**src/rtl/sockit_spi_csr_if.sv**
```systemverilog
// Register bus plus command/response streams of the sockit SPI CSR block.
interface sockit_spi_csr_if;
  logic        reg_wen;
  logic        reg_ren;
  logic [2:0]  reg_adr;
  logic [31:0] reg_wdt;
  logic [31:0] reg_rdt;
  logic        reg_irq;
  logic        cmo_vld;
  logic        cmo_rdy;
  logic [11:0] cmo_ctl;
  logic [31:0] cmo_dat;
  logic        cmi_vld;
  logic        cmi_rdy;
  logic [31:0] cmi_dat;

  // CPU bus master and SPI sequencer side
  modport master (
    output reg_wen, reg_ren, reg_adr, reg_wdt, cmo_rdy, cmi_vld, cmi_dat,
    input  reg_rdt, reg_irq, cmo_vld, cmo_ctl, cmo_dat, cmi_rdy
  );

  // CSR block side
  modport slave (
    input  reg_wen, reg_ren, reg_adr, reg_wdt, cmo_rdy, cmi_vld, cmi_dat,
    output reg_rdt, reg_irq, cmo_vld, cmo_ctl, cmo_dat, cmi_rdy
  );
endinterface

```
**src/rtl/sockit_spi_csr.sv**
```systemverilog
// CSR block for the sockit SPI master: configuration, offsets, interrupts,
// and the command/response FIFOs between the CPU and the SPI sequencer.
module sockit_spi_csr #(
  parameter logic [31:0] CFG_RST   = 32'h00000000,
  parameter logic [31:0] CFG_MSK   = 32'hffffffff,
  parameter logic [31:0] ADR_ROF   = 32'h00000000,
  parameter logic [31:0] ADR_WOF   = 32'h00000000,
  parameter int          SSN       = 8,
  parameter int          CMD_DEPTH = 4,
  parameter int          RSP_DEPTH = 4
) (
  input  logic                clk,
  input  logic                rst,
  sockit_spi_csr_if.slave     bus,
  output logic [31:0]         spi_cfg,
  output logic [SSN-1:0]      spi_sss,
  output logic [31:0]         adr_rof,
  output logic [31:0]         adr_wof
);

  localparam int CAW = $clog2(CMD_DEPTH);
  localparam int RAW = $clog2(RSP_DEPTH);

  logic [11:0]  cmd_ctl_mem [CMD_DEPTH];
  logic [31:0]  cmd_dat_mem [CMD_DEPTH];
  logic [CAW-1:0] cmd_wpt, cmd_rpt;
  logic [CAW:0]   cmd_cnt;
  logic [31:0]  rsp_mem [RSP_DEPTH];
  logic [RAW-1:0] rsp_wpt, rsp_rpt;
  logic [RAW:0]   rsp_cnt;
  logic [31:0]  dat_stg;
  logic [3:0]   irq_sts, irq_ena, irq_set, irq_clr;
  logic         cmd_full, cmd_empty, rsp_full, rsp_empty;
  logic         cmd_push_req, cmd_push, cmd_pop, cmd_ovf, cmd_done;
  logic         rsp_pop_req, rsp_push, rsp_pop, rsp_udf;
  logic [31:0]  par_val, sts_val;

  // FIFO flags, stream handshakes and interrupt events
  always_comb begin
    cmd_full     = (cmd_cnt == (CAW+1)'(CMD_DEPTH));
    cmd_empty    = (cmd_cnt == '0);
    rsp_full     = (rsp_cnt == (RAW+1)'(RSP_DEPTH));
    rsp_empty    = (rsp_cnt == '0);
    cmd_push_req = bus.reg_wen & (bus.reg_adr == 3'd2);
    cmd_push     = cmd_push_req & ~cmd_full;
    cmd_ovf      = cmd_push_req & cmd_full;
    cmd_pop      = ~cmd_empty & bus.cmo_rdy;
    // the queue only drains to empty if nothing is pushed in the same cycle
    cmd_done     = cmd_pop & ~cmd_push & (cmd_cnt == (CAW+1)'(1));
    rsp_push     = bus.cmi_vld & ~rsp_full;
    rsp_pop_req  = bus.reg_ren & (bus.reg_adr == 3'd3);
    rsp_pop      = rsp_pop_req & ~rsp_empty;
    rsp_udf      = rsp_pop_req & rsp_empty;
    irq_set      = {rsp_udf, cmd_ovf, rsp_push, cmd_done};
    irq_clr      = (bus.reg_wen && bus.reg_adr == 3'd4) ? bus.reg_wdt[3:0] : 4'b0000;
    par_val      = {8'(CAW), 8'(RAW), 12'b0, 4'(SSN)};
    sts_val      = {8'(cmd_cnt), 8'(rsp_cnt), 13'b0, cmd_full, cmd_empty, rsp_empty};
  end

  assign bus.cmo_vld = ~cmd_empty;
  assign bus.cmo_ctl = cmd_ctl_mem[cmd_rpt];
  assign bus.cmo_dat = cmd_dat_mem[cmd_rpt];
  assign bus.cmi_rdy = ~rsp_full;
  assign spi_sss     = spi_cfg[24 +: SSN];

  // Writable configuration, offsets, staging data and interrupt state
  always_ff @(posedge clk or posedge rst) begin
    if (rst) begin
      spi_cfg     <= CFG_RST;
      adr_rof     <= ADR_ROF;
      adr_wof     <= ADR_WOF;
      dat_stg     <= '0;
      irq_ena     <= '0;
      irq_sts     <= '0;
      bus.reg_irq <= 1'b0;
    end else begin
      if (bus.reg_wen) begin
        case (bus.reg_adr)
          3'd0: spi_cfg <= (CFG_RST & ~CFG_MSK) | (bus.reg_wdt & CFG_MSK);
          3'd3: dat_stg <= bus.reg_wdt;
          3'd5: irq_ena <= bus.reg_wdt[3:0];
          3'd6: adr_rof <= bus.reg_wdt;
          3'd7: adr_wof <= bus.reg_wdt;
          default: ;
        endcase
      end
      // a same-cycle event wins over a W1C clear
      irq_sts     <= (irq_sts & ~irq_clr) | irq_set;
      bus.reg_irq <= |(irq_sts & irq_ena);
    end
  end

  // Command FIFO towards the sequencer
  always_ff @(posedge clk or posedge rst) begin
    if (rst) begin
      cmd_wpt <= '0;
      cmd_rpt <= '0;
      cmd_cnt <= '0;
      for (int i = 0; i < CMD_DEPTH; i++) begin
        cmd_ctl_mem[i] <= '0;
        cmd_dat_mem[i] <= '0;
      end
    end else begin
      if (cmd_push) begin
        cmd_ctl_mem[cmd_wpt] <= {bus.reg_wdt[12:8], bus.reg_wdt[6:0]};
        cmd_dat_mem[cmd_wpt] <= dat_stg;
        cmd_wpt              <= cmd_wpt + 1'b1;
      end
      if (cmd_pop) cmd_rpt <= cmd_rpt + 1'b1;
      if (cmd_push && !cmd_pop)      cmd_cnt <= cmd_cnt + 1'b1;
      else if (cmd_pop && !cmd_push) cmd_cnt <= cmd_cnt - 1'b1;
    end
  end

  // Response FIFO from the sequencer
  always_ff @(posedge clk or posedge rst) begin
    if (rst) begin
      rsp_wpt <= '0;
      rsp_rpt <= '0;
      rsp_cnt <= '0;
      for (int i = 0; i < RSP_DEPTH; i++) rsp_mem[i] <= '0;
    end else begin
      if (rsp_push) begin
        rsp_mem[rsp_wpt] <= bus.cmi_dat;
        rsp_wpt          <= rsp_wpt + 1'b1;
      end
      if (rsp_pop) rsp_rpt <= rsp_rpt + 1'b1;
      if (rsp_push && !rsp_pop)      rsp_cnt <= rsp_cnt + 1'b1;
      else if (rsp_pop && !rsp_push) rsp_cnt <= rsp_cnt - 1'b1;
    end
  end

  // Registered read data, held until the next read strobe
  always_ff @(posedge clk or posedge rst) begin
    if (rst) begin
      bus.reg_rdt <= '0;
    end else if (bus.reg_ren) begin
      case (bus.reg_adr)
        3'd0: bus.reg_rdt <= spi_cfg;
        3'd1: bus.reg_rdt <= par_val;
        3'd2: bus.reg_rdt <= sts_val;
        3'd3: bus.reg_rdt <= rsp_empty ? 32'h0 : rsp_mem[rsp_rpt];
        3'd4: bus.reg_rdt <= {28'b0, irq_sts};
        3'd5: bus.reg_rdt <= {28'b0, irq_ena};
        3'd6: bus.reg_rdt <= adr_rof;
        3'd7: bus.reg_rdt <= adr_wof;
        default: bus.reg_rdt <= '0;
      endcase
    end
  end

endmodule

```
**src/flat_wrapper.sv**
```systemverilog
// flat-port wrapper written by rule: the top's interface ports become plain ports
module sockit_spi_csr_flat 
#(
  parameter logic [31:0] CFG_RST   = 32'h00000000,
  parameter logic [31:0] CFG_MSK   = 32'hffffffff,
  parameter logic [31:0] ADR_ROF   = 32'h00000000,
  parameter logic [31:0] ADR_WOF   = 32'h00000000,
  parameter int          SSN       = 8,
  parameter int          CMD_DEPTH = 4,
  parameter int          RSP_DEPTH = 4
)
  (clk, rst, spi_cfg, spi_sss, adr_rof, adr_wof, bus_reg_wen, bus_reg_ren, bus_reg_adr, bus_reg_wdt, bus_cmo_rdy, bus_cmi_vld, bus_cmi_dat, bus_reg_rdt, bus_reg_irq, bus_cmo_vld, bus_cmo_ctl, bus_cmo_dat, bus_cmi_rdy);
  sockit_spi_csr_if bus_i ();
  input  logic clk;
  input  logic rst;
  output logic [31:0] spi_cfg;
  output logic [SSN-1:0] spi_sss;
  output logic [31:0] adr_rof;
  output logic [31:0] adr_wof;
  input wire logic [$bits(bus_i.reg_wen)-1:0] bus_reg_wen;
  input wire logic [$bits(bus_i.reg_ren)-1:0] bus_reg_ren;
  input wire logic [$bits(bus_i.reg_adr)-1:0] bus_reg_adr;
  input wire logic [$bits(bus_i.reg_wdt)-1:0] bus_reg_wdt;
  input wire logic [$bits(bus_i.cmo_rdy)-1:0] bus_cmo_rdy;
  input wire logic [$bits(bus_i.cmi_vld)-1:0] bus_cmi_vld;
  input wire logic [$bits(bus_i.cmi_dat)-1:0] bus_cmi_dat;
  output wire logic [$bits(bus_i.reg_rdt)-1:0] bus_reg_rdt;
  output wire logic [$bits(bus_i.reg_irq)-1:0] bus_reg_irq;
  output wire logic [$bits(bus_i.cmo_vld)-1:0] bus_cmo_vld;
  output wire logic [$bits(bus_i.cmo_ctl)-1:0] bus_cmo_ctl;
  output wire logic [$bits(bus_i.cmo_dat)-1:0] bus_cmo_dat;
  output wire logic [$bits(bus_i.cmi_rdy)-1:0] bus_cmi_rdy;
  assign bus_i.reg_wen = bus_reg_wen;
  assign bus_i.reg_ren = bus_reg_ren;
  assign bus_i.reg_adr = bus_reg_adr;
  assign bus_i.reg_wdt = bus_reg_wdt;
  assign bus_i.cmo_rdy = bus_cmo_rdy;
  assign bus_i.cmi_vld = bus_cmi_vld;
  assign bus_i.cmi_dat = bus_cmi_dat;
  assign bus_reg_rdt = bus_i.reg_rdt;
  assign bus_reg_irq = bus_i.reg_irq;
  assign bus_cmo_vld = bus_i.cmo_vld;
  assign bus_cmo_ctl = bus_i.cmo_ctl;
  assign bus_cmo_dat = bus_i.cmo_dat;
  assign bus_cmi_rdy = bus_i.cmi_rdy;
  sockit_spi_csr #(.CFG_RST(CFG_RST), .CFG_MSK(CFG_MSK), .ADR_ROF(ADR_ROF), .ADR_WOF(ADR_WOF), .SSN(SSN), .CMD_DEPTH(CMD_DEPTH), .RSP_DEPTH(RSP_DEPTH)) u_core (.clk(clk), .rst(rst), .bus(bus_i), .spi_cfg(spi_cfg), .spi_sss(spi_sss), .adr_rof(adr_rof), .adr_wof(adr_wof));
endmodule
```
**config.mk**
```make
export PLATFORM = sky130hd
export DESIGN_NAME = sockit_spi_csr_flat
export DESIGN_NICKNAME = d
export VERILOG_FILES = /design/src/rtl/sockit_spi_csr_if.sv /design/src/rtl/sockit_spi_csr.sv /design/src/flat_wrapper.sv
export SDC_FILE = /design/constraint.sdc
export NUM_CORES = 1
export LEC_CHECK = 0
export BUFFER_PORTS_ARGS = -buffer_cell sky130_fd_sc_hd__buf_4
export CORE_AREA = 2 2 270 272
export DETAILED_ROUTE_END_ITERATION = 16
export DIE_AREA = 0 0 272 274
export PLACE_DENSITY = 0.55
export SKIP_CTS_REPAIR_TIMING = 1
export SYNTH_ARGS = -nofsm -noshare
export SYNTH_HDL_FRONTEND = slang
export SYNTH_SLANG_ARGS = --single-unit
export TNS_END_PERCENT = 50
```
**constraint.sdc**
```tcl
create_clock -name clk -period 23.3 [get_ports clk]
set_input_delay 1.165 -clock clk [delete_from_list [all_inputs] [get_ports clk]]
set_output_delay 1.165 -clock clk [all_outputs]
set_load 0.1 [all_outputs]
```
# After elaboration in Yosys (flattened, before gate mapping)
# Cells that the tools add are included.
[op_classes]
reduce_logical = 22
n_bitwise = 23
n_mux = 25
n_eq_ne = 10
n_addsub = 8
order_cmp = 6
[ops]
columns = ["operator", "n"]
rows = [
  ["$bwmux 128", 2],
  ["$pmux 32 s8", 1],
  ["$mux 32", 7],
  ["$bmux 32 s2", 2],
  ["$demux 32 s2", 2],
  ["$bwmux 48", 1],
  ["$mux 12", 3],
  ["$bmux 12 s2", 1],
  ["$demux 12 s2", 1],
  ["$eq 3x3->1 const B", 6],
  ["$ge 3x3->1 const B", 4],
  ["$mux 3", 4],
  ["$not 2->3", 4],
  ["$and 1x1->1", 10],
  ["$reduce_and 2->1", 5],
  ["$logic_not 3->1", 3],
  ["$add 2x1->2 const B", 4],
  ["$and 4x4->4", 2],
  ["$logic_and 1x1->1", 7],
  ["$add 3x1->3 const B", 2],
  ["$eq 3x1->1 const B", 2],
  ["$eq 3x2->1 const B", 2],
  ["$lt 3x1->1 const B", 2],
  ["$sub 3x1->3 const B", 2],
  ["7 further kinds", 15],
]
[word_totals]
input_bits = 73
reg_bits = 487

# Longest topological paths before layout
# Gate-level depths: netlist (run 1).
[logic_depth]
word_depth = 7
ltp_mapped = 12

# Worst setup path before layout (run 1)
# Ideal clock, no wire load.
[synth_timing]
path_kind = "input-to-reg"
start = "input port bus_reg_adr[2]"
end = "register u_core.rsp_cnt[1]"
path_slack_ns = 20.169
cell_stages = 10
required_ns = 23.175
arrival_time_ns = 3.006
cell_sequence = "buf_4 -> and3b_1 -> buf_2 -> and2_4 -> buf_2 -> nand2_1 -> ha_1 -> inv_1 -> fa_1 -> mux2_2"
[synth_via]
elab_chain_len = 6
[synth_rtl]
columns = ["item", "line", "text"]
rows = [
  ["start, declared", "flat_wrapper.sv:22", "input wire logic [$bits(bus_i.reg_adr)-1:0] bus_reg_adr;"],
  ["$eq 3x2->1 (*)", "sockit_spi_csr.sv:51", "rsp_pop_req = bus.reg_ren & (bus.reg_adr == 3'd3);"],
  ["$and 1x1->1 (*)", "sockit_spi_csr.sv:51", ""],
  ["$and 1x1->1 (*)", "sockit_spi_csr.sv:52", "rsp_pop = rsp_pop_req & ~rsp_empty;"],
  ["$logic_not 1->1", "sockit_spi_csr.sv:128", "if (rsp_push && !rsp_pop) rsp_cnt <= rsp_cnt + 1'b1;"],
  ["$logic_and 1x1->1", "sockit_spi_csr.sv:128", ""],
  ["$mux 3 or $reduce_bool 2->1 (tied branches)", "--", ""],
  ["end signal, assigned", "sockit_spi_csr.sv:128", ""],
  ["end signal, assigned", "sockit_spi_csr.sv:129", "else if (rsp_pop && !rsp_push) rsp_cnt <= rsp_cnt - 1'b1;"],
  ["end, declared", "sockit_spi_csr.sv:30", "logic [RAW:0] rsp_cnt;"],
]
# Every way passes the cells marked *; elsewhere a longest branch is shown, timed or not.
# A chain may end at the register's enable or synchronous reset.

# Worst setup path after layout (run 1)
[layout_timing]
start = "register u_core.cmd_rpt[0]"
end = "output port bus_cmo_dat[29]"
[layout_via]
elab_chain_len = 4
[layout_rtl]
columns = ["item", "line", "text"]
rows = [
  ["start, declared", "sockit_spi_csr.sv:26", "logic [CAW-1:0] cmd_wpt, cmd_rpt;"],
  ["start signal, assigned", "sockit_spi_csr.sv:109", "if (cmd_pop) cmd_rpt <= cmd_rpt + 1'b1;"],
  ["$not 2->3 (not written as such)", "sockit_spi_csr.sv:62", "assign bus.cmo_dat = cmd_dat_mem[cmd_rpt];"],
  ["$bmux 32 s2", "sockit_spi_csr.sv:62", ""],
  ["$mux 32 (not written as such) (2 in series)", "sockit_spi_csr.sv:62", ""],
  ["end, declared", "flat_wrapper.sv:31", "output wire logic [$bits(bus_i.cmo_dat)-1:0] bus_cmo_dat;"],
]
# No other way between the ends. The select of a mux whose other input is x is not followed.

==> impl_metrics.py, run 1 <==
metrics = {
    "cells_and_area": {
        "insertedDiodeCount": 0,
        "drive_gt1_frac": 0.533,
        "syn_to_final_growth_pct": 19.4,
        "final_cell_mix": "483 x dfrtp_1, 280 x mux2_4, 267 x buf_4, 159 x mux2_2, 72 x mux4_2",
        "final_common_cell": "dfrtp_1",
        "fillers": 6709,
        "nNetsFinal": 1717,
    },
    "logic_synthesis": {
        "synth.area.top_cells": "dfrtp_1 54%, mux2_4 19%, mux2_2 7.9%, mux4_2 7.2%, buf_6 1.7%",
        "syn_area_um2": 22700,
        "synth.yosys.seq_area_share": 0.538,
        "yosysTopAreaCell": "dfrtp_1",
        "synthArstFlopShare": 1.00,
        "synth_cell_type_count": 53,
        "netlist_instances": 1413,
        "synth_ff_type": "dfrtp_1",
        "post-synth-top-area-fraction": 0.538,
        "ys_ff_latch": 487,
        "synth_nets": 1502,
        "synth_warnings": 0,
        "avgSynthCellArea_um2": 16.0,
        "synth_edf_count": 0,
    },
    "grt": {
        "grt_max_degree": 104,
        "antenna_found_initial": 8,
        "grt_pass1_wl_um": 94400,
        "grt_usage": 0.168,
        "globalRouteOverflowTotal": 0,
        "grt_pass1_vias": 13800,
    },
    "route": {
        "ant_nets": 0,
        "via_count": 13000,
        "wl_um": 63000,
        "wl_per_cell_um": 24.0,
        "dr.pass1.iters": 5,
        "first_iter_violations": 802,
        "drc": 0,
        "via_per_inst": 4.94,
    },
    "sta": {
        "setup_violations": 0,
        "finalHoldViolations": 0,
        "tns_ps": 0,
        "fin_skew_ps": 18.3,
        "rsz0062_at_grt": "false",
        "setup_slack_ps": 19460,
        "max-slew-margin-rel": 0.297,
        "finalCritPeriodShare": 0.165,
        "timing.final.max_slew_violations": 0,
        "fmax_mhz": 261,
        "fin_crit_ps": 3840,
        "worst_slew_pin_slew_ps": 1050,
    },
    "clocking": {
        "cts_buffers": 54,
        "tritoncts": "built",
        "htree_levels": 2,
        "clk_latency_ps": 590,
        "clockBufferDepth": 3,
        "clkSinkCount": 487,
        "root_buffer": "clkbuf_16",
        "cts.clk_slew.worst_paths_ps": 60,
    },
    "pwr": {
        "power_density_nw_per_um2": 157,
        "leakagePower_nw": 13.0,
        "vdd_drop_max_v": 0.0000818,
    },
    "job": {
        "cap_violations": 0,
    },
    "critical_path": {
        "slowest_delay_ps": 1120,
        "reg2reg_to": "u_core.cmd_dat_mem[78]",
        "rr_worst_depth": 6,
        "cp_slowest_cell": "dfrtp_4",
        "path_max_fanout": 46,
        "cp-start-kind": "flop",
        "endpoint_kind": "output pin",
        "r2r_slack_ps": 20420,
        "cp_data_arrival_time_ps": 2670,
        "r2r_start": "u_core.cmd_cnt[1]",
        "required_ps": 22140,
        "crit_chain": "mux4_2 > buf_4",
        "crit_type": "reg -> out",
    },
    "floorplanning": {
        "die-area_um2": 74500,
        "pin_count": 256,
        "die_h_um": 274,
        "core-area_um2": 72000,
        "placementRows": 99,
        "initial_core_util": 0.315,
        "die_x_um": 272,
    },
    "outcome": {
        "status": "finished, final reports clean",
    },
    "min_path": {
        "worstHoldPathCells": 1,
        "holdCritStartpoint": "u_core.rsp_mem[93]",
        "hold_class": "reg -> reg",
        "hold-path-endpoint": "u_core.rsp_mem[93]",
    },
    "placement": {
        "portBuffers": 255,
        "preCtsSetupSlack_ps": 19390,
        "hpwl_um": 41300,
        "gp_congestion": 0.785,
    },
}
==> cell usage after synthesis, drive strengths merged (2+ instances only) <==
| master | n |
|---|---|
| clkbuf | 23 |
| a222oi | 4 |
| nor2 | 6 |
| xor2 | 4 |
| a32oi | 2 |
| nand2b | 7 |
| and3 | 5 |
| xnor2 | 8 |
| mux4 | 77 |
| nor2b | 2 |
| mux2i | 2 |
| a41o | 2 |
| dfrtp | 487 |
| a221oi | 23 |
| o2111a | 2 |
| inv | 44 |
| a22oi | 5 |
| a21oi | 23 |
| o22ai | 30 |
| buf | 85 |
| and2 | 2 |
| nand3 | 32 |
| o21ai | 38 |
| nand2 | 25 |
| a211oi | 2 |
| a32o | 2 |
| or3 | 2 |
| ha | 15 |
| mux2 | 441 |
==> stage by stage <==
stage | power [mW] | area (µm²) | hold slack [ps] | instances | util
detailed placement | 3.35 | 25100 | 489 | 2531 | 0.349
CTS | 4.29 | 27100 | 505 | 2630 | 0.376
finish | 4.25 | 27100 | 501 | 2630 | 0.376
floorplan | 2.92 | 22700 | 464 | 1413 | -
global placement | 3.31 | 25100 | 481 | 2531 | 0.349
global route | 4.42 | 27100 | 510 | 2630 | 0.376
==> layer usage <==
metal | global-route usage | share of wire | wire [µm] | up-vias
li1 | - | - | - | 5629
met1 | 0.236 | 0.46 | 29000 | 6933
met2 | 0.259 | 0.46 | 28900 | 314
met3 | 0.0405 | 0.057 | 3590 | 98
met4 | 0.0442 | 0.022 | 1410 | 12
met5 | 0 | 0.0013 | 79 | -
==> cell type report <==
class                      instances  area (µm²)  share of cell area
timing repair buffer             267        2000              0.0741
sequential                       487       12200               0.451
clock buffer                      74        1550              0.0572
clock inverter                    25         382              0.0141
tap                              959        1200              0.0443
multi-input combinational        774        9570               0.353
inverter                          44         173             0.00638
==> sequential cells by signal, indices dropped and copies added, names as in the netlist, 3 cells and up <==
name and flops:
u_core.adr_rof 32, u_core.adr_wof 32, u_core.bus.reg_rdt 32, u_core.cmd_cnt 3, u_core.cmd_ctl_mem 48, u_core.cmd_dat_mem 128, u_core.dat_stg 32, u_core.irq_ena 4
u_core.irq_sts 4, u_core.rsp_cnt 3, u_core.rsp_mem 128, u_core.spi_cfg 32
==> worst max-delay path by stage <==
stage                     slack, ps              start                 to
after floorplan                8540                rst  u_core.adr_rof[0]
after global placement        19460     bus_reg_adr[0]  u_core.rsp_cnt[1]
after detailed placement      19390     bus_reg_adr[0]  u_core.rsp_cnt[1]
after CTS                     19350  u_core.cmd_rpt[0]    bus_cmo_dat[29]
after global routing          19290  u_core.cmd_rpt[0]    bus_cmo_dat[18]
final                         19460  u_core.cmd_rpt[0]    bus_cmo_dat[29]
==> cell families after synthesis <==
logic type      count (synthesis)  synth area share
compound gates                137            0.0401
xor+xnor                       12           0.00464
fa+ha+maj                      16           0.00916
buf+inv                       152            0.0407
flops                         487             0.538
mux                           520             0.344
simple gates                   89            0.0241
==> power breakdown <==
group / leakage (nW) / switching (mW) / internal [mW] / total (mW)
clock: 0.957 / 0.353 / 0.573 / 0.926
sequential: 6.06 / 0.265 / 1.15 / 1.42
combinational: 5.95 / 1.16 / 0.739 / 1.90
total: 13.0 / 1.78 / 2.47 / 4.25
==> critical path, delay by kind of cell (launching register included) <==
| kind | cells | cell delay [ps] |
|---|---|---|
| buffers and inverters | 1 | 260 |
| multiplexers | 1 | 670 |
| flip-flops | 1 | 1120 |
Power figures use the tool's default switching activity.
==> run 2, diff against run 1 <==
--- a/config.mk
+++ b/config.mk
@@ -9,7 +9,7 @@
 export CORE_AREA = 2 2 270 272
 export DETAILED_ROUTE_END_ITERATION = 16
 export DIE_AREA = 0 0 272 274
-export PLACE_DENSITY = 0.55
+export PLACE_DENSITY = 0.57
 export SKIP_CTS_REPAIR_TIMING = 1
 export SYNTH_ARGS = -nofsm -noshare
 export SYNTH_HDL_FRONTEND = slang
==> constraint.sdc (replaced) <==
create_clock -name clk -period 3.51 [get_ports clk]
set_input_delay 0.1755 -clock clk [delete_from_list [all_inputs] [get_ports clk]]
set_output_delay 0.1755 -clock clk [all_outputs]
set_load 0.1 [all_outputs]
==> run 2 against run 1 <==
Compared with the run above: sequential power grew to 6.6 times the previous value; via count is 2.6% higher; non-clock buffer count is 88 higher; hold slack worse by 410 ps; clock power grew to 6.0 times the previous value; global-route usage is 0.14 points higher; combinational power grew to 6.8 times the previous value; largest cell class unchanged; total power grew to 6.6 times the previous value; clock-buffer cell count stayed put; first-iteration DRC count is 8.0% lower.
==> impl_metrics.py, run 2 (synthesis results as in run 1) <==
metrics = {
    "outcome": {
        "status": "finished, final reports clean",
    },
    "cells_and_area": {
        "fillers": 6676,
        "top_regs": "u_core.cmd_dat_mem x128, u_core.rsp_mem x128, u_core.cmd_ctl_mem x48",
        "syn_to_final_growth_pct": 22.9,
        "final_common_cell": "dfrtp_1",
        "final_cell_mix": "483 x dfrtp_1, 280 x mux2_4, 276 x buf_4, 159 x mux2_2, 72 x mux4_2",
        "drive_gt1_frac": 0.516,
        "nNetsFinal": 1803,
        "instances_no_fill": 2715,
    },
    "pwr": {
        "p_int_mw": 16.0,
        "seq_power_share": 0.334,
        "leakagePower_nw": 13.3,
        "p_switching_mw": 11.9,
        "power_frac_clock": 0.200,
        "power_density_nw_per_um2": 1000,
        "vdd_drop_max_v": 0.000647,
        "switching_share": 0.427,
        "p_comb_frac": 0.465,
    },
    "sta": {
        "fmax_mhz": 351,
        "max-slew-margin-rel": 0.459,
        "holdWs_ps": 92.3,
        "fin_skew_ps": 26.5,
        "finalCritPeriodShare": 0.811,
        "timing.final.max_slew_violations": 0,
        "setup_violations": 0,
        "rsz0062_at_grt": "false",
        "finalHoldViolations": 0,
        "fin_crit_ps": 2850,
        "worst_slew_pin_slew_ps": 809,
    },
    "floorplanning": {
        "pin_count": 256,
        "core-area_um2": 72000,
        "die-area_um2": 74500,
        "die_h_um": 274,
        "initial_core_util": 0.315,
        "placementRows": 99,
        "die_x_um": 272,
    },
    "route": {
        "via_count": 13300,
        "dr.pass1.iters": 5,
        "via_per_inst": 4.91,
        "first_iter_violations": 738,
        "ant_nets": 0,
        "wl_per_cell_um": 23.5,
        "drc": 0,
        "wl_um": 63700,
    },
    "critical_path": {
        "cp_data_arrival_time_ps": 2670,
        "required_ps": 3330,
        "rr_worst_depth": 7,
        "endpoint_kind": "output pin",
        "cp-start-kind": "flop",
        "crit_type": "reg -> out",
        "crit_start": "u_core.cmd_rpt[0]",
        "path_max_fanout": 30,
        "r2r_slack_ps": 880,
        "reg2reg_to": "u_core.cmd_ctl_mem[16]",
        "r2r_start": "u_core.cmd_cnt[0]",
    },
    "placement": {
        "gp_congestion": 0.784,
        "hpwl_um": 44000,
        "place_inst": 2552,
        "portBuffers": 255,
    },
    "grt": {
        "grt_usage": 0.169,
        "grt_max_degree": 117,
        "grt_pass1_vias": 13900,
        "grt_pass1_wl_um": 95100,
        "antenna_found_initial": 8,
        "globalRouteOverflowTotal": 0,
    },
    "clocking": {
        "clk_latency_ps": 600,
        "cts_buffers": 52,
        "tritoncts": "built",
        "clkSinkCount": 487,
        "cts.clk_slew.worst_paths_ps": 60,
        "root_buffer": "clkbuf_16",
        "htree_levels": 2,
        "clockBufferDepth": 3,
    },
    "min_path": {
        "worstHoldPathCells": 3,
        "hold_class": "in -> reg",
        "holdCritStartpoint": "bus_cmi_vld",
        "hold-path-endpoint": "u_core.rsp_wpt[0]",
    },
    "job": {
        "cap_violations": 0,
    },
}
==> run 2: changes by cell type in the layout (fill, tap and decap cells not counted), moves of 5 or more <==
cell,previous run,this run
buf_12,0,12
dlygate4sd3_1,0,67
buf_4,267,276
clkinv_2,13,8
bufinv_16,10,4
==> run 2: worst max-delay path by stage <==
| stage | to | slack, ps | cells after the start |
|---|---|---|---|
| 3_5_place_dp | u_core.cmd_ctl_mem[19] | 870 | 7 |
| 2_1_floorplan | u_core.adr_rof[0] | -3270 | 1 |
| 3_3_place_gp | u_core.cmd_dat_mem[37] | 900 | 7 |
| 5_1_grt | bus_cmo_ctl[0] | 510 | 3 |
| 4_1_cts | bus_cmo_ctl[1] | 550 | 3 |
| 6_report | bus_cmo_ctl[0] | 660 | 3 |
==> run 2: critical path, stage by stage, from the launching register on <==
cell	delay (ps)
dfrtp_4	850
buf_4	380
mux4_2	580
buf_4	260
==> run 2: layout make-up <==
cell class	instances	area (µm²)	share of cell area
antenna	3	7.51	0.000270
clock buffer	74	1500	0.0540
timing repair buffer	355	2980	0.107
sequential	487	12200	0.438
clock inverter	19	225	0.00809
tap	959	1200	0.0431
multi-input combinational	774	9570	0.343
inverter	44	169	0.00607
==> run 2: metrics by stage <==
stage	setup TNS (ps)	utilization	instance area [µm²]	power, mW	setup slack (ps)
floorplan	-1591590	-	22700	19.4	-3270
global placement	0	0.354	25400	22.1	903
detailed placement	0	0.354	25400	22.4	869
CTS	0	0.378	27200	28.1	548
global route	0	0.387	27800	29.0	508
finish	0	0.387	27800	27.9	664
==> run 2: power by group through the flow <==
| stage | combinational (mW) | clock (mW) | sequential [mW] |
|---|---|---|---|
| floorplan | 8.42 | 0 | 11.0 |
| global placement | 12.9 | 0 | 9.25 |
| global route | 13.5 | 5.97 | 9.58 |
| finish | 13.0 | 5.58 | 9.31 |
| detailed placement | 13.0 | 0 | 9.38 |
| CTS | 13.0 | 5.73 | 9.31 |
==> run 2: metal layers <==
layer,track usage,wire length (µm),vias to the layer above
met5,0,51,-
met4,0.0396,1190,8
met3,0.0501,3480,72
met2,0.269,30000,269
met1,0.227,29000,7156
li1,-,-,5818
==> run 3, diff against run 2 <==
--- a/config.mk
+++ b/config.mk
@@ -5,11 +5,12 @@
 export SDC_FILE = /design/constraint.sdc
 export NUM_CORES = 1
 export LEC_CHECK = 0
+export ABC_AREA = 1
 export BUFFER_PORTS_ARGS = -buffer_cell sky130_fd_sc_hd__buf_4
-export CORE_AREA = 2 2 270 272
+export CORE_AREA = 2 2 262 264
 export DETAILED_ROUTE_END_ITERATION = 16
-export DIE_AREA = 0 0 272 274
-export PLACE_DENSITY = 0.57
+export DIE_AREA = 0 0 264 266
+export PLACE_DENSITY = 0.58
 export SKIP_CTS_REPAIR_TIMING = 1
 export SYNTH_ARGS = -nofsm -noshare
 export SYNTH_HDL_FRONTEND = slang
==> constraint.sdc (replaced) <==
create_clock -name clk -period 2.4 [get_ports clk]
set_input_delay 0.12 -clock clk [delete_from_list [all_inputs] [get_ports clk]]
set_output_delay 0.12 -clock clk [all_outputs]
set_load 0.1 [all_outputs]
==> run 3 against run 2 <==
Compared with the run above: the run now ends with hold timing left; final cell count up 39%; critical path depth rose by 1; die area fell by 5.8%; utilization increased by 0.91 points; combinational power rose by 40%; non-clock buffer count grew 17; final area is 3.7% lower; sequential cell count did not move.
==> impl_metrics.py, run 3 <==
metrics = {
    "cells_and_area": {
        "utilization": 0.396,
        "fillers": 7025,
        "final_cell_mix": "761 x nand2_1, 523 x o21ai_0, 485 x dfrtp_1, 286 x buf_4, 235 x nor2_1",
        "nNetsFinal": 2925,
        "drive_gt1_frac": 0.151,
        "register_area_um2": 12200,
        "final_common_cell": "nand2_1",
        "instances_no_fill": 3762,
        "syn_to_final_growth_pct": 25.3,
        "multi_input_area_um2": 7860,
        "top_regs": "u_core.cmd_dat_mem x128, u_core.rsp_mem x128, u_core.cmd_ctl_mem x48",
    },
    "job": {
        "cap_violations": 0,
    },
    "pwr": {
        "leakagePower_nw": 13.4,
        "switching_share": 0.478,
        "power_frac_clock": 0.209,
        "vdd_drop_max_v": 0.00117,
        "p_int_mw": 20.6,
        "seq_power_share": 0.330,
        "p_switching_mw": 18.9,
        "p_comb_frac": 0.461,
        "power_density_nw_per_um2": 1470,
    },
    "critical_path": {
        "crit_type": "reg -> out",
        "required_ps": 2280,
        "cp-start-kind": "flop",
        "endpoint_kind": "output pin",
        "path_max_fanout": 60,
        "cp_data_arrival_time_ps": 2190,
    },
    "sta": {
        "max-slew-margin-rel": 0.556,
        "timing.final.max_slew_violations": 0,
        "finalCritPeriodShare": 0.962,
        "fin_crit_ps": 2310,
        "fin_skew_ps": 25.2,
        "setup_slack_ps": 90.1,
        "holdWs_ps": -18.1,
        "rsz0062_at_grt": "false",
        "setup_violations": 0,
        "fmax_mhz": 433,
        "worst_slew_pin_slew_ps": 665,
        "finalHoldViolations": 5,
    },
    "placement": {
        "portBuffers": 255,
        "place_inst": 3604,
        "preCtsSetupSlack_ps": 309,
        "hpwl_um": 46000,
        "gp_congestion": 0.827,
    },
    "logic_synthesis": {
        "synth_nets": 2661,
        "synth.area.top_cells": "dfrtp_1 57%, nand2_1 13%, o21ai_0 12%, nor2_1 4.1%, inv_1 2.8%",
        "ys_ff_latch": 487,
        "post-synth-top-area-fraction": 0.569,
        "synth_edf_count": 0,
        "yosysTopAreaCell": "dfrtp_1",
        "synthMostInstantiatedCell": "nand2_1",
        "synth.yosys.seq_area_share": 0.569,
        "avgSynthCellArea_um2": 8.32,
        "synth_common_cells": "769 x nand2_1, 523 x o21ai_0, 487 x dfrtp_1",
        "syn_area_um2": 21400,
        "synthArstFlopShare": 1.00,
        "netlist_instances": 2572,
        "synth_ff_type": "dfrtp_1",
        "synth_warnings": 0,
        "synth_cell_type_count": 30,
    },
    "floorplanning": {
        "core-area_um2": 67700,
        "pin_count": 256,
        "die_x_um": 264,
        "initial_core_util": 0.316,
        "die_h_um": 266,
        "die-area_um2": 70200,
        "placementRows": 96,
    },
    "grt": {
        "grt_pass1_vias": 17000,
        "grtUsageMet1": 0.275,
        "grt.met2_usage": 0.293,
        "grt_pass1_wl_um": 104000,
        "grt_usage": 0.191,
        "groute.layer.met3.usage": 0.0374,
        "antenna_found_initial": 5,
        "globalRouteOverflowTotal": 0,
        "busiest_layer": "met2",
        "grt_max_degree": 75,
    },
    "clocking": {
        "cts_buffers": 55,
        "tritoncts": "built",
        "htree_levels": 2,
        "clk_latency_ps": 610,
        "root_buffer": "clkbuf_16",
        "cts.clk_slew.worst_paths_ps": 60,
        "clkSinkCount": 487,
        "clockBufferDepth": 3,
    },
    "route": {
        "dr.pass1.iters": 6,
        "via_count": 17900,
        "wl_per_cell_um": 17.8,
        "first_iter_violations": 1439,
        "ant_nets": 0,
        "drc": 0,
        "via_per_inst": 4.76,
        "wl_um": 67100,
    },
    "outcome": {
        "status": "finished with violations",
        "failed_checks": "hold timing",
    },
    "min_path": {
        "hold_class": "in -> reg",
    },
}
==> run 3: cell count changes after synthesis, sizes merged, moves of 77 or more <==
cell,previous run,this run
nor2,6,238
o21ai,38,626
clkbuf,23,122
inv,44,166
mux4,77,0
nand2,25,776
mux2,441,0
==> run 3: worst paths after layout <==
path	from	to	slack (ps)	cells past startpoint
worst min-delay path	bus_reg_adr[1]	u_core.irq_sts[3]	-20	5
worst min register to register	u_core.rsp_mem[95]	u_core.rsp_mem[95]	480	2
worst max-delay path	u_core.cmd_rpt[0]	bus_cmo_dat[31]	90	4
min in group asynchronous	rst	u_core.cmd_dat_mem[116]	90	3
worst max register to register	u_core.rsp_cnt[0]	u_core.rsp_cnt[2]	290	10
max in group asynchronous	rst	u_core.rsp_mem[93]	1360	5
==> run 3: cells by family after synthesis <==
logic type / count (synthesis) / share of synthesized area
compound gates: 677 / 0.162
fa+ha+maj: 16 / 0.00970
buf+inv: 333 / 0.0653
flops: 487 / 0.569
simple gates: 1050 / 0.190
xor+xnor: 9 / 0.00368
==> run 3: metrics by stage <==
stage / TNS, ps / hold slack, ps / power, mW / area [µm²]
3_3_place_gp: 0 / 148 / 31.2 / 24500
3_5_place_dp: 0 / 153 / 31.4 / 24500
2_1_floorplan: -2124220 / 297 / 26.5 / 21400
4_1_cts: -0.415 / -494 / 39.8 / 26200
6_report: 0 / -18.1 / 39.5 / 26800
5_1_grt: 0 / 3.86 / 42.0 / 26800
==> run 3: power groups by stage <==
stage / Combinational, mW / Sequential [mW] / Clock (mW)
final: 18.2 / 13.0 / 8.25
after global routing: 19.8 / 13.4 / 8.82
after CTS: 18.3 / 13.0 / 8.47
after detailed placement: 18.3 / 13.1 / 0
after global placement: 18.1 / 13.1 / 0
after floorplan: 10.9 / 15.6 / 0
==> run 3: layout make-up <==
| type | count | area share |
|---|---|---|
| clock buffers | 83 | 0.0605 |
| multi-input cells | 1752 | 0.293 |
| clock inverters | 16 | 0.00504 |
| well taps | 882 | 0.0411 |
| repair buffers | 372 | 0.122 |
| flip-flops and latches | 487 | 0.454 |
| diodes | 2 | 0.000187 |
| inverters | 168 | 0.0238 |
==> run 3: worst max-delay path, stage by stage (launching register included) <==
cell and delay (ps):
dfrtp_2 400, buf_12 280, o21ai_0 140, o22ai_1 390
buf_4 380
==> run 3: metal layers <==
metal / routed length (µm) / share of wire / vias to the layer above
met2: 30200 / 0.45 / 399
li1: - / - / 8801
met3: 3460 / 0.052 / 95
met1: 31900 / 0.48 / 8600
met4: 1530 / 0.023 / 4
met5: 17 / 0.00025 / -
